## config.mk

```make
export PLATFORM = sky130hd
export DESIGN_NAME = multicast_dispatcher
export DESIGN_NICKNAME = d
export VERILOG_FILES = /design/src/rtl/multicast_dispatcher_pkg.sv /design/src/rtl/multicast_dispatcher_scan_programmer.sv /design/src/rtl/multicast_dispatcher.sv
export SDC_FILE = /design/constraint.sdc
export NUM_CORES = 1
export LEC_CHECK = 0
export ABC_AREA = 0
export BUFFER_PORTS_ARGS = -buffer_cell sky130_fd_sc_hd__buf_2
export CORE_ASPECT_RATIO = 0.5
export CORE_MARGIN = 10
export CORE_UTILIZATION = 39
export DETAILED_ROUTE_END_ITERATION = 8
export PLACE_DENSITY = 0.7
export SETUP_SLACK_MARGIN = 0.15
export SYNTH_ARGS = -nofsm -noshare
export SYNTH_HDL_FRONTEND = slang
export SYNTH_HIERARCHICAL = 1
export SYNTH_SLANG_ARGS = --single-unit
```

## constraint.sdc

```tcl
create_clock -name clk -period 2 [get_ports clk]
set_input_delay 0.1 -clock clk [delete_from_list [all_inputs] [get_ports clk]]
set_output_delay 0.1 -clock clk [all_outputs]
set_load 0.03 [all_outputs]
```

## src/rtl/multicast_dispatcher_pkg.sv

```systemverilog
// Shared state encoding and default widths for the multicast dispatcher and its scan programmer.
package multicast_dispatcher_pkg;

  typedef enum logic [1:0] {
    S_PROG = 2'd0,
    S_RUN  = 2'd1,
    S_BUSY = 2'd2
  } state_t;

  localparam int DEF_ADDRESS_WIDTH = 4;
  localparam int DEF_BITWIDTH      = 16;
  localparam int DEF_NUM_UNITS     = 8;

endpackage

```

## src/rtl/multicast_dispatcher_scan_programmer.sv

```systemverilog
// Scan-chain programmer: one-cycle program pulse per accepted cfg tag, done on the NUM_UNITS-th.
// Latency 1 cycle accept->pulse; cfg_ready follows 'active', so no stalls while programming.
module mcast_scan_programmer
  import multicast_dispatcher_pkg::*;
#(
  parameter int ADDRESS_WIDTH = DEF_ADDRESS_WIDTH,
  parameter int NUM_UNITS     = DEF_NUM_UNITS
) (
  input  logic                     clk,
  input  logic                     rstb,
  input  logic                     active,
  input  logic                     restart,
  input  logic                     cfg_valid,
  input  logic [ADDRESS_WIDTH-1:0] cfg_tag,
  output logic                     cfg_ready,
  output logic                     program_o,
  output logic [ADDRESS_WIDTH-1:0] scan_tag,
  output logic                     done
);

  localparam int CNT_W = (NUM_UNITS > 1) ? $clog2(NUM_UNITS) : 1;
  localparam logic [CNT_W-1:0] LAST = CNT_W'(NUM_UNITS - 1);

  logic [CNT_W-1:0]         cnt_q, cnt_d;
  logic                     program_q, program_d;
  logic [ADDRESS_WIDTH-1:0] scan_tag_q, scan_tag_d;
  logic                     accept;

  assign cfg_ready = active;
  assign accept    = active & cfg_valid;
  // A restart in the same cycle as the final tag wins: the chain is not declared programmed.
  assign done      = accept & ~restart & (cnt_q == LAST);

  always_comb begin
    cnt_d      = cnt_q;
    program_d  = accept;
    scan_tag_d = accept ? cfg_tag : '0;
    if (restart) begin
      cnt_d = '0;
    end else if (accept) begin
      cnt_d = (cnt_q == LAST) ? '0 : cnt_q + 1'b1;
    end
  end

  always_ff @(posedge clk or negedge rstb) begin
    if (!rstb) begin
      cnt_q      <= '0;
      program_q  <= 1'b0;
      scan_tag_q <= '0;
    end else begin
      cnt_q      <= cnt_d;
      program_q  <= program_d;
      scan_tag_q <= scan_tag_d;
    end
  end

  assign program_o = program_q;
  assign scan_tag  = scan_tag_q;

endmodule

```

## src/rtl/multicast_dispatcher.sv

```systemverilog
// Multicast dispatcher: programs the unit scan chain, then drives one tagged bus transfer at a time.
// Latency 1 cycle accept->enable; in_ready low while busy/programming. Watchdog under MCAST_TIMEOUT_EN.
module multicast_dispatcher
  import multicast_dispatcher_pkg::*;
#(
  parameter int ADDRESS_WIDTH  = DEF_ADDRESS_WIDTH,
  parameter int BITWIDTH       = DEF_BITWIDTH,
  parameter int NUM_UNITS      = DEF_NUM_UNITS,
  parameter int TIMEOUT_CYCLES = 255
) (
  input  logic                     clk,
  input  logic                     rstb,
  input  logic                     cfg_valid,
  input  logic [ADDRESS_WIDTH-1:0] cfg_tag,
  output logic                     cfg_ready,
  input  logic                     reprog,
  input  logic                     in_valid,
  input  logic [ADDRESS_WIDTH-1:0] in_tag,
  input  logic [BITWIDTH-1:0]      in_data,
  output logic                     in_ready,
  output logic                     program_o,
  output logic [ADDRESS_WIDTH-1:0] scan_tag,
  output logic                     enable,
  output logic [ADDRESS_WIDTH-1:0] tag,
  output logic [BITWIDTH-1:0]      bus_data,
  input  logic                     bus_ready,
  output logic                     programmed,
  output logic                     err_timeout
);

  state_t                   state_q, state_d;
  logic                     enable_q, enable_d;
  logic [ADDRESS_WIDTH-1:0] tag_q, tag_d;
  logic [BITWIDTH-1:0]      bus_data_q, bus_data_d;
  logic                     programmed_q, programmed_d;
  logic                     pend_reprog_q, pend_reprog_d;
  logic                     prog_done;
  logic                     xfer_end;
  logic                     timed_out;

  mcast_scan_programmer #(
    .ADDRESS_WIDTH (ADDRESS_WIDTH),
    .NUM_UNITS     (NUM_UNITS)
  ) u_scan (
    .clk       (clk),
    .rstb      (rstb),
    .active    (state_q == S_PROG),
    .restart   (reprog),
    .cfg_valid (cfg_valid),
    .cfg_tag   (cfg_tag),
    .cfg_ready (cfg_ready),
    .program_o (program_o),
    .scan_tag  (scan_tag),
    .done      (prog_done)
  );

`ifdef MCAST_TIMEOUT_EN
  localparam int TW = $clog2(TIMEOUT_CYCLES + 1);
  logic [TW-1:0] wait_cnt_q, wait_cnt_d;
  logic          err_timeout_q, err_timeout_d;

  assign timed_out = (state_q == S_BUSY) && !bus_ready && (wait_cnt_q == TW'(TIMEOUT_CYCLES - 1));

  always_comb begin
    wait_cnt_d    = '0;
    err_timeout_d = timed_out;
    if (state_q == S_BUSY && !xfer_end) begin
      wait_cnt_d = wait_cnt_q + 1'b1;
    end
  end

  always_ff @(posedge clk or negedge rstb) begin
    if (!rstb) begin
      wait_cnt_q    <= '0;
      err_timeout_q <= 1'b0;
    end else begin
      wait_cnt_q    <= wait_cnt_d;
      err_timeout_q <= err_timeout_d;
    end
  end

  assign err_timeout = err_timeout_q;
`else
  logic unused_timeout;
  assign unused_timeout = ^TIMEOUT_CYCLES;
  assign timed_out      = 1'b0;
  assign err_timeout    = 1'b0;
`endif

  assign xfer_end = (state_q == S_BUSY) && (bus_ready || timed_out);
  assign in_ready = (state_q == S_RUN) && !reprog;

  always_comb begin
    state_d       = state_q;
    enable_d      = enable_q;
    tag_d         = tag_q;
    bus_data_d    = bus_data_q;
    programmed_d  = programmed_q;
    pend_reprog_d = pend_reprog_q;
    case (state_q)
      S_PROG: begin
        pend_reprog_d = 1'b0;
        if (prog_done) begin
          state_d      = S_RUN;
          programmed_d = 1'b1;
        end
      end
      S_RUN: begin
        if (reprog) begin
          state_d      = S_PROG;
          programmed_d = 1'b0;
        end else if (in_valid) begin
          state_d    = S_BUSY;
          enable_d   = 1'b1;
          tag_d      = in_tag;
          bus_data_d = in_data;
        end
      end
      S_BUSY: begin
        if (reprog) pend_reprog_d = 1'b1;
        if (xfer_end) begin
          enable_d   = 1'b0;
          bus_data_d = '0;
          // A reprog seen at any point during the transfer redirects the return to programming.
          if (pend_reprog_q || reprog) begin
            state_d       = S_PROG;
            programmed_d  = 1'b0;
            pend_reprog_d = 1'b0;
          end else begin
            state_d = S_RUN;
          end
        end
      end
      default: state_d = S_PROG;
    endcase
  end

  always_ff @(posedge clk or negedge rstb) begin
    if (!rstb) begin
      state_q       <= S_PROG;
      enable_q      <= 1'b0;
      tag_q         <= '0;
      bus_data_q    <= '0;
      programmed_q  <= 1'b0;
      pend_reprog_q <= 1'b0;
    end else begin
      state_q       <= state_d;
      enable_q      <= enable_d;
      tag_q         <= tag_d;
      bus_data_q    <= bus_data_d;
      programmed_q  <= programmed_d;
      pend_reprog_q <= pend_reprog_d;
    end
  end

  assign enable     = enable_q;
  assign tag        = tag_q;
  assign bus_data   = bus_data_q;
  assign programmed = programmed_q;

endmodule

```

==> flow_metrics.env, run 1 <==
export IMPL_status="finished clean"
export IMPL_num_rows=15
export IMPL_place_hpwl_um=2530
export IMPL_coreArea_sq_mm=0.00355
export IMPL_clockRootBuffer="clkbuf_8"
export IMPL_p_total_mw=3.01
export IMPL_yosysMostFrequentCell="dfrtp_1"
export IMPL_p_per_area_mw_per_mm2=1600
export IMPL_port_buffers=58
export IMPL_hold_violations=0
export IMPL_grt_pass1_vias=1063
export IMPL_overflow=0
export IMPL_dieArea_sq_mm=0.00682
export IMPL_crit_buf_inv=2
export IMPL_ys_ff_latch=33
export IMPL_path_class="reg2reg"
export IMPL_yosysSeqAreaShare_pct=55.6
export IMPL_dp_cells=214
export IMPL_pre_cts_ws_ps=241
export IMPL_cp_start_kind="register"
export IMPL_fmax_mhz=594
export IMPL_clkSlewWorstSetupHoldPaths_ps=70
export IMPL_synth_fp_nets=148
export IMPL_netlist_instances=111
export IMPL_viasPerCell=4.63
export IMPL_drt_pass1_iterations=5
export IMPL_setup_viol=0
export IMPL_critPathSlowestCell="dfrtp_1"
export IMPL_ys_types=31
export IMPL_antenna_cells=0
export IMPL_vias=1032
export IMPL_drcViolationCount=0
export IMPL_worstMarginPinSlew_ps=734
export IMPL_num_nets_final=208
export IMPL_cts_made_buffers=5
export IMPL_layout_drive_gt1_share_pct=51.2
export IMPL_synthArstFlopShare_pct=100
export IMPL_grt_usage_pct=10.1
export IMPL_fin_worst_skew_ps=4.23
export IMPL_critPathMaxFanout=4
export IMPL_synth_top_area_cell="dfrtp_1"
export IMPL_clockBufferDepth=2
export IMPL_antenna_found_initial=0
export IMPL_period_share_pct=84.2
export IMPL_syn_area_per_cell_sq_um=13.4
export IMPL_area_growth_pct=27.2
export IMPL_total_leakage_power_nw=1.02
export IMPL_detail_route_antenna_nets=0
export IMPL_io_pins=60
export IMPL_hold_worst_slack_ps=23.3
export IMPL_die_h_um=63.6
export IMPL_cts_tree="built"
export IMPL_critPathArrivalTime_ps=1850
export IMPL_grt_pass1_wl_um=5490
export IMPL_drt_iter0_drc=26
export IMPL_grt_max_degree=34
export IMPL_layout_min_cycle_time_ps=1680
export IMPL_layoutNonFillerInstCount=223
export IMPL_endpoint_kind="register"
export IMPL_dieWidth_um=107
export IMPL_synth_area_sq_mm=0.00148
export IMPL_slowest_delay_ps=400
export IMPL_clk_latency_ps=290
export IMPL_drv_slew=0
export IMPL_required_ps=2170
export IMPL_clkSinkCount=33
export IMPL_yosys_area_top_type_share_pct=55.6
export IMPL_wirelength_um=3480
export IMPL_maxCapViolations=0
export IMPL_initial_core_util_pct=41.8
export IMPL_rsz0062_at_grt="false"
export IMPL_htreeDepth=2
export IMPL_slew_headroom_pct=51.0
export IMPL_fillers=331
export IMPL_min_path_type="in2reg"
export IMPL_ys_warn_count=6
export IMPL_synth_edf_count=0
export IMPL_path_common_cell="inv_1"
export IMPL_synthTopCellsByArea="dfrtp_1 (56%), a22o_1 (5.9%), ha_1 (5.9%), a22o_2 (4.0%), mux2_2 (3.0%)"
export IMPL_synthFlopType="dfrtp_1"
export IMPL_drt_wirelength_per_cell_um=15.6
export IMPL_setup_tns_ps=0
export IMPL_ir_worst_vdd_mv=0.407
export IMPL_cpLargestDelayFamily="flip-flops"
export IMPL_synth_common_cells="dfrtp_1 (33), a22o_1 (10), ha_1 (7), inv_1 (7)"
export IMPL_place_gp_congestion=0.741
export IMPL_setup_slack_ps=317
export IMPL_worstPathCellList="inv_1, ha_1, and2_4, and3b_1, inv_1, a21boi_2, o211ai_1, mux2i_1"
==> cells in the final DEF (no fill, tap or decap), types with 2 or more instances in the layout <==
cell | synthesis | layout
nand2b_1 | 2 | 2
clkinv_2 | 0 | 2
mux2i_1 | 2 | 2
dfrtp_1 | 33 | 33
inv_1 | 7 | 7
a21oi_1 | 6 | 6
ha_1 | 7 | 7
clkbuf_8 | 0 | 5
o21ai_0 | 3 | 3
mux2_2 | 4 | 4
a21bo_1 | 3 | 3
nand3_1 | 2 | 2
and3_2 | 4 | 4
a22o_1 | 10 | 10
a22o_2 | 6 | 6
buf_2 | 0 | 58
==> sequential cells by signal, indices dropped and copies added, names as in the netlist <==
name              count
bus_data             16
enable                1
pend_reprog_q         1
programmed            1
state_q               2
tag                   4
u_scan/cnt_q          3
u_scan/program_o      1
u_scan/scan_tag       4
==> routing by layer <==
metal | GRT usage [%] | vias to the layer above | routed length, um
li1 | - | 517 | -
met1 | 11.1 | 487 | 1460
met2 | 16.6 | 23 | 1730
met3 | 4.06 | 5 | 240
met4 | 5.03 | 0 | 49
met5 | 0 | - | 0
==> logic make-up after synthesis <==
group | count (synthesis) | share of synthesized area, %
AO/OA/AOI/OAI | 33 | 18.0
adder cells (fa/ha/maj) | 7 | 5.90
buffers and inverters | 15 | 6.83
flip-flops | 33 | 55.6
multiplexers | 6 | 4.38
other | 1 | 0.253
AND/OR/NAND/NOR | 16 | 8.94
==> stage by stage <==
step	area (sq um)	utilization, %
after floorplan	1480	-
after global placement	1770	50.0
after detailed placement	1770	50.0
after CTS	1870	52.7
after global routing	1890	53.2
final	1890	53.2
==> worst register-to-register path, cell delays in order, from the launching register on <==
cell and delay, ps:
dfrtp_1 400, inv_1 130, ha_1 210, and2_4 150
and3b_1 140, inv_1 50, a21boi_2 200, o211ai_1 150
mux2i_1 140
==> path summary, 6_finish.rpt <==
path,from,to,slack [ps],depth (start not counted)
max,state_q[0]$_DFFE_PN0P_,programmed$_DFFE_PN0P_,320,8
min,in_data[5],bus_data[5]$_DFFE_PN0P_,20,2
max reg2reg,state_q[0]$_DFFE_PN0P_,programmed$_DFFE_PN0P_,320,8
min reg2reg,enable$_DFFE_PN0P_,enable$_DFFE_PN0P_,490,2
max in group asynchronous,rstb,tag[1]$_DFFE_PN0P_,1120,2
min in group asynchronous,rstb,u_scan/scan_tag[2]$_DFF_PN0_,410,2
==> area by class of cell <==
cell class	count	area, sq um	share of cell area, %
inverter	8	30.0	1.59
clock inverter	3	17.5	0.928
clock buffer	5	68.8	3.65
multi-input combinational	63	573	30.4
sequential	33	826	43.8
timing repair buffer	60	308	16.3
tap	51	63.8	3.38
==> power by group <==
| part | switching [mW] | leakage (nW) | internal [mW] |
|---|---|---|---|
| logic | 0.929 | 0.546 | 0.534 |
| clock network | 0.253 | 0.0439 | 0.240 |
| registers | 0.135 | 0.428 | 0.918 |
==> timing repair <==
| action | in CTS | in global routing |
|---|---|---|
| setup buffers | 0 | 0 |
| endpoints found under the setup margin | 0 | 18 |
| gates resized for setup | 0 | 2 |
| hold endpoints to repair | 33 | 0 |
| hold buffers | 1 | 0 |
No activity file was read; power rests on OpenSTA's default activity.
==> run 2: changes to the inputs <==
--- a/config.mk
+++ b/config.mk
@@ -11,7 +11,7 @@
 export CORE_MARGIN = 10
 export CORE_UTILIZATION = 39
 export DETAILED_ROUTE_END_ITERATION = 8
-export PLACE_DENSITY = 0.7
+export PLACE_DENSITY = 0.72
 export SETUP_SLACK_MARGIN = 0.15
 export SYNTH_ARGS = -nofsm -noshare
 export SYNTH_HDL_FRONTEND = slang
==> constraint.sdc (replaced) <==
create_clock -name clk -period 1.4 [get_ports clk]
set_input_delay 0.07 -clock clk [delete_from_list [all_inputs] [get_ports clk]]
set_output_delay 0.07 -clock clk [all_outputs]
set_load 0.03 [all_outputs]
==> run 2 against run 1 <==
The run now ends with negative setup slack left. Via count rose by 16%. Register-to-register slack got worse by 460 ps. Core utilization rose by 10 points. Critical path type unchanged. Critical endpoint is now bus_data[12]$_DFFE_PN0P_.
==> flow_metrics.env, run 2 (synthesis gave the netlist of run 1 again) <==
export IMPL_layoutNonFillerInstCount=246
export IMPL_total_leakage_power_nw=1.20
export IMPL_rrSetupSlack_ps=-140
export IMPL_final_common_cell="buf_2"
export IMPL_final_cell_mix="buf_2 (56), dfrtp_1 (33), a22o_1 (10)"
export IMPL_hold_worst_slack_ps=0.930
export IMPL_setup_slack_ps=-144
export IMPL_drcViolationCount=0
export IMPL_hold_violations=0
export IMPL_clk_latency_ps=280
export IMPL_num_nets_final=231
export IMPL_viasPerCell=4.86
export IMPL_endpoint_kind="register"
export IMPL_critPathMaxFanout=4
export IMPL_die_h_um=63.6
export IMPL_clockRootBuffer="clkbuf_8"
export IMPL_rr_startpoint="state_q[1]$_DFFE_PN0P_"
export IMPL_place_gp_congestion=0.829
export IMPL_layout_min_cycle_time_ps=1540
export IMPL_grt_max_degree=34
export IMPL_rr_endpoint="bus_data[12]$_DFFE_PN0P_"
export IMPL_cts_tree="built"
export IMPL_violations="negative setup slack"
export IMPL_num_rows=15
export IMPL_overflow=0
export IMPL_grt_pass1_wl_um=6290
export IMPL_rsz0062_at_grt="true"
export IMPL_clockBufferDepth=2
export IMPL_grt_pass1_vias=1226
export IMPL_startpoint="state_q[1]$_DFFE_PN0P_"
export IMPL_period_share_pct=110
export IMPL_fin_worst_skew_ps=3.32
export IMPL_drv_slew=0
export IMPL_dieArea_sq_mm=0.00682
export IMPL_fmax_mhz=648
export IMPL_clkSlewWorstSetupHoldPaths_ps=70
export IMPL_vias=1195
export IMPL_ir_worst_vdd_mv=0.674
export IMPL_place_hpwl_um=2650
export IMPL_antenna_cells=0
export IMPL_cp_start_kind="register"
export IMPL_p_total_mw=5.11
export IMPL_grt_usage_pct=11.6
export IMPL_layout_drive_gt1_share_pct=59.5
export IMPL_wirelength_um=3960
export IMPL_htreeDepth=2
export IMPL_detail_route_antenna_nets=0
export IMPL_dieWidth_um=107
export IMPL_utilization_pct=63.6
export IMPL_status="finished with violations"
export IMPL_reg2reg_depth=7
export IMPL_io_pins=60
export IMPL_dp_cells=223
export IMPL_drt_pass1_iterations=4
export IMPL_cp_endpoint="bus_data[12]$_DFFE_PN0P_"
export IMPL_initial_core_util_pct=41.8
export IMPL_cts_made_buffers=5
export IMPL_port_buffers=58
export IMPL_min_path_type="in2reg"
export IMPL_coreArea_sq_mm=0.00355
export IMPL_drt_wirelength_per_cell_um=16.1
export IMPL_antenna_found_initial=0
export IMPL_setup_viol=25
export IMPL_maxCapViolations=0
export IMPL_setup_tns_ps=-2480
export IMPL_critPathArrivalTime_ps=1720
export IMPL_drt_iter0_drc=63
export IMPL_path_class="reg2reg"
export IMPL_clkSinkCount=33
export IMPL_required_ps=1580
export IMPL_p_per_area_mw_per_mm2=2270
export IMPL_area_growth_pct=52.1
export IMPL_largest_reg_flops=16
## run 2: changes by cell type in the layout (fill, tap and decap cells not counted), sizes merged
cell / delta
buf: +15
dlygate4sd3: +5
clkbuf: +2
and3: +1
## run 2: worst min-delay path by stage
| stage | from | slack [ps] | endpoint | depth (start not counted) |
|---|---|---|---|---|
| 2_1_floorplan | rstb | -230 | bus_data[0]$_DFFE_PN0P_ | 0 |
| 3_3_place_gp | rstb | 110 | u_scan/cnt_q[1]$_DFFE_PN0P_ | 2 |
| 3_5_place_dp | rstb | 130 | u_scan/cnt_q[0]$_DFFE_PN0P_ | 2 |
| 4_1_cts | in_data[2] | 2 | bus_data[2]$_DFFE_PN0P_ | 2 |
| 5_1_grt | in_data[6] | 0.2 | bus_data[6]$_DFFE_PN0P_ | 2 |
| 6_report | in_data[3] | 0.9 | bus_data[3]$_DFFE_PN0P_ | 2 |
## run 2: where the power goes
| part | switching (mW) | internal [mW] | leakage [nW] | total, mW |
|---|---|---|---|---|
| Clock | 0.362 | 0.343 | 0.0439 | 0.705 |
| Sequential | 0.186 | 1.31 | 0.428 | 1.50 |
| Combinational | 1.58 | 1.33 | 0.727 | 2.91 |
## run 2: layout make-up
type / count / area, sq um
fillers: 261 / 1290
multi-input cells: 64 / 678
clock buffers: 5 / 68.8
well taps: 51 / 63.8
flip-flops and latches: 33 / 826
repair buffers: 82 / 568
clock inverters: 3 / 17.5
inverters: 8 / 35.0
## run 2: worst max-delay path, cell delays in order, from the launching register on
cell	delay (ps)
dfrtp_1	390
inv_2	110
ha_4	160
buf_6	100
nand3b_4	90
o2bb2ai_4	200
clkbuf_16	180
a22o_4	230
## run 2: metal layers
metal	part of all wire, %	up-vias	wire [um]	global-route usage [%]
met4	1.8	0	71	5.03
met5	0	-	0	0
li1	-	564	-	-
met1	38	586	1520	12.0
met3	6.3	9	248	4.87
met2	54	36	2130	20.2
## run 2: stage by stage
step	instance area, sq um	setup slack (ps)
finish	2260	-144
global route	2260	-198
CTS	2090	-135
detailed placement	1870	-109
global placement	1870	-78.7
floorplan	1500	-201
## run 2: timing repair
item | 4_1_cts | 5_1_grt
endpoints found under the hold margin | 34 | 4
gates resized for setup | 21 | 8
cloned | 1 | 3
setup endpoints to repair | 27 | 30
pin swaps | 2 | 14
buffers inserted | 3 | 2
hold buffers | 2 | 4
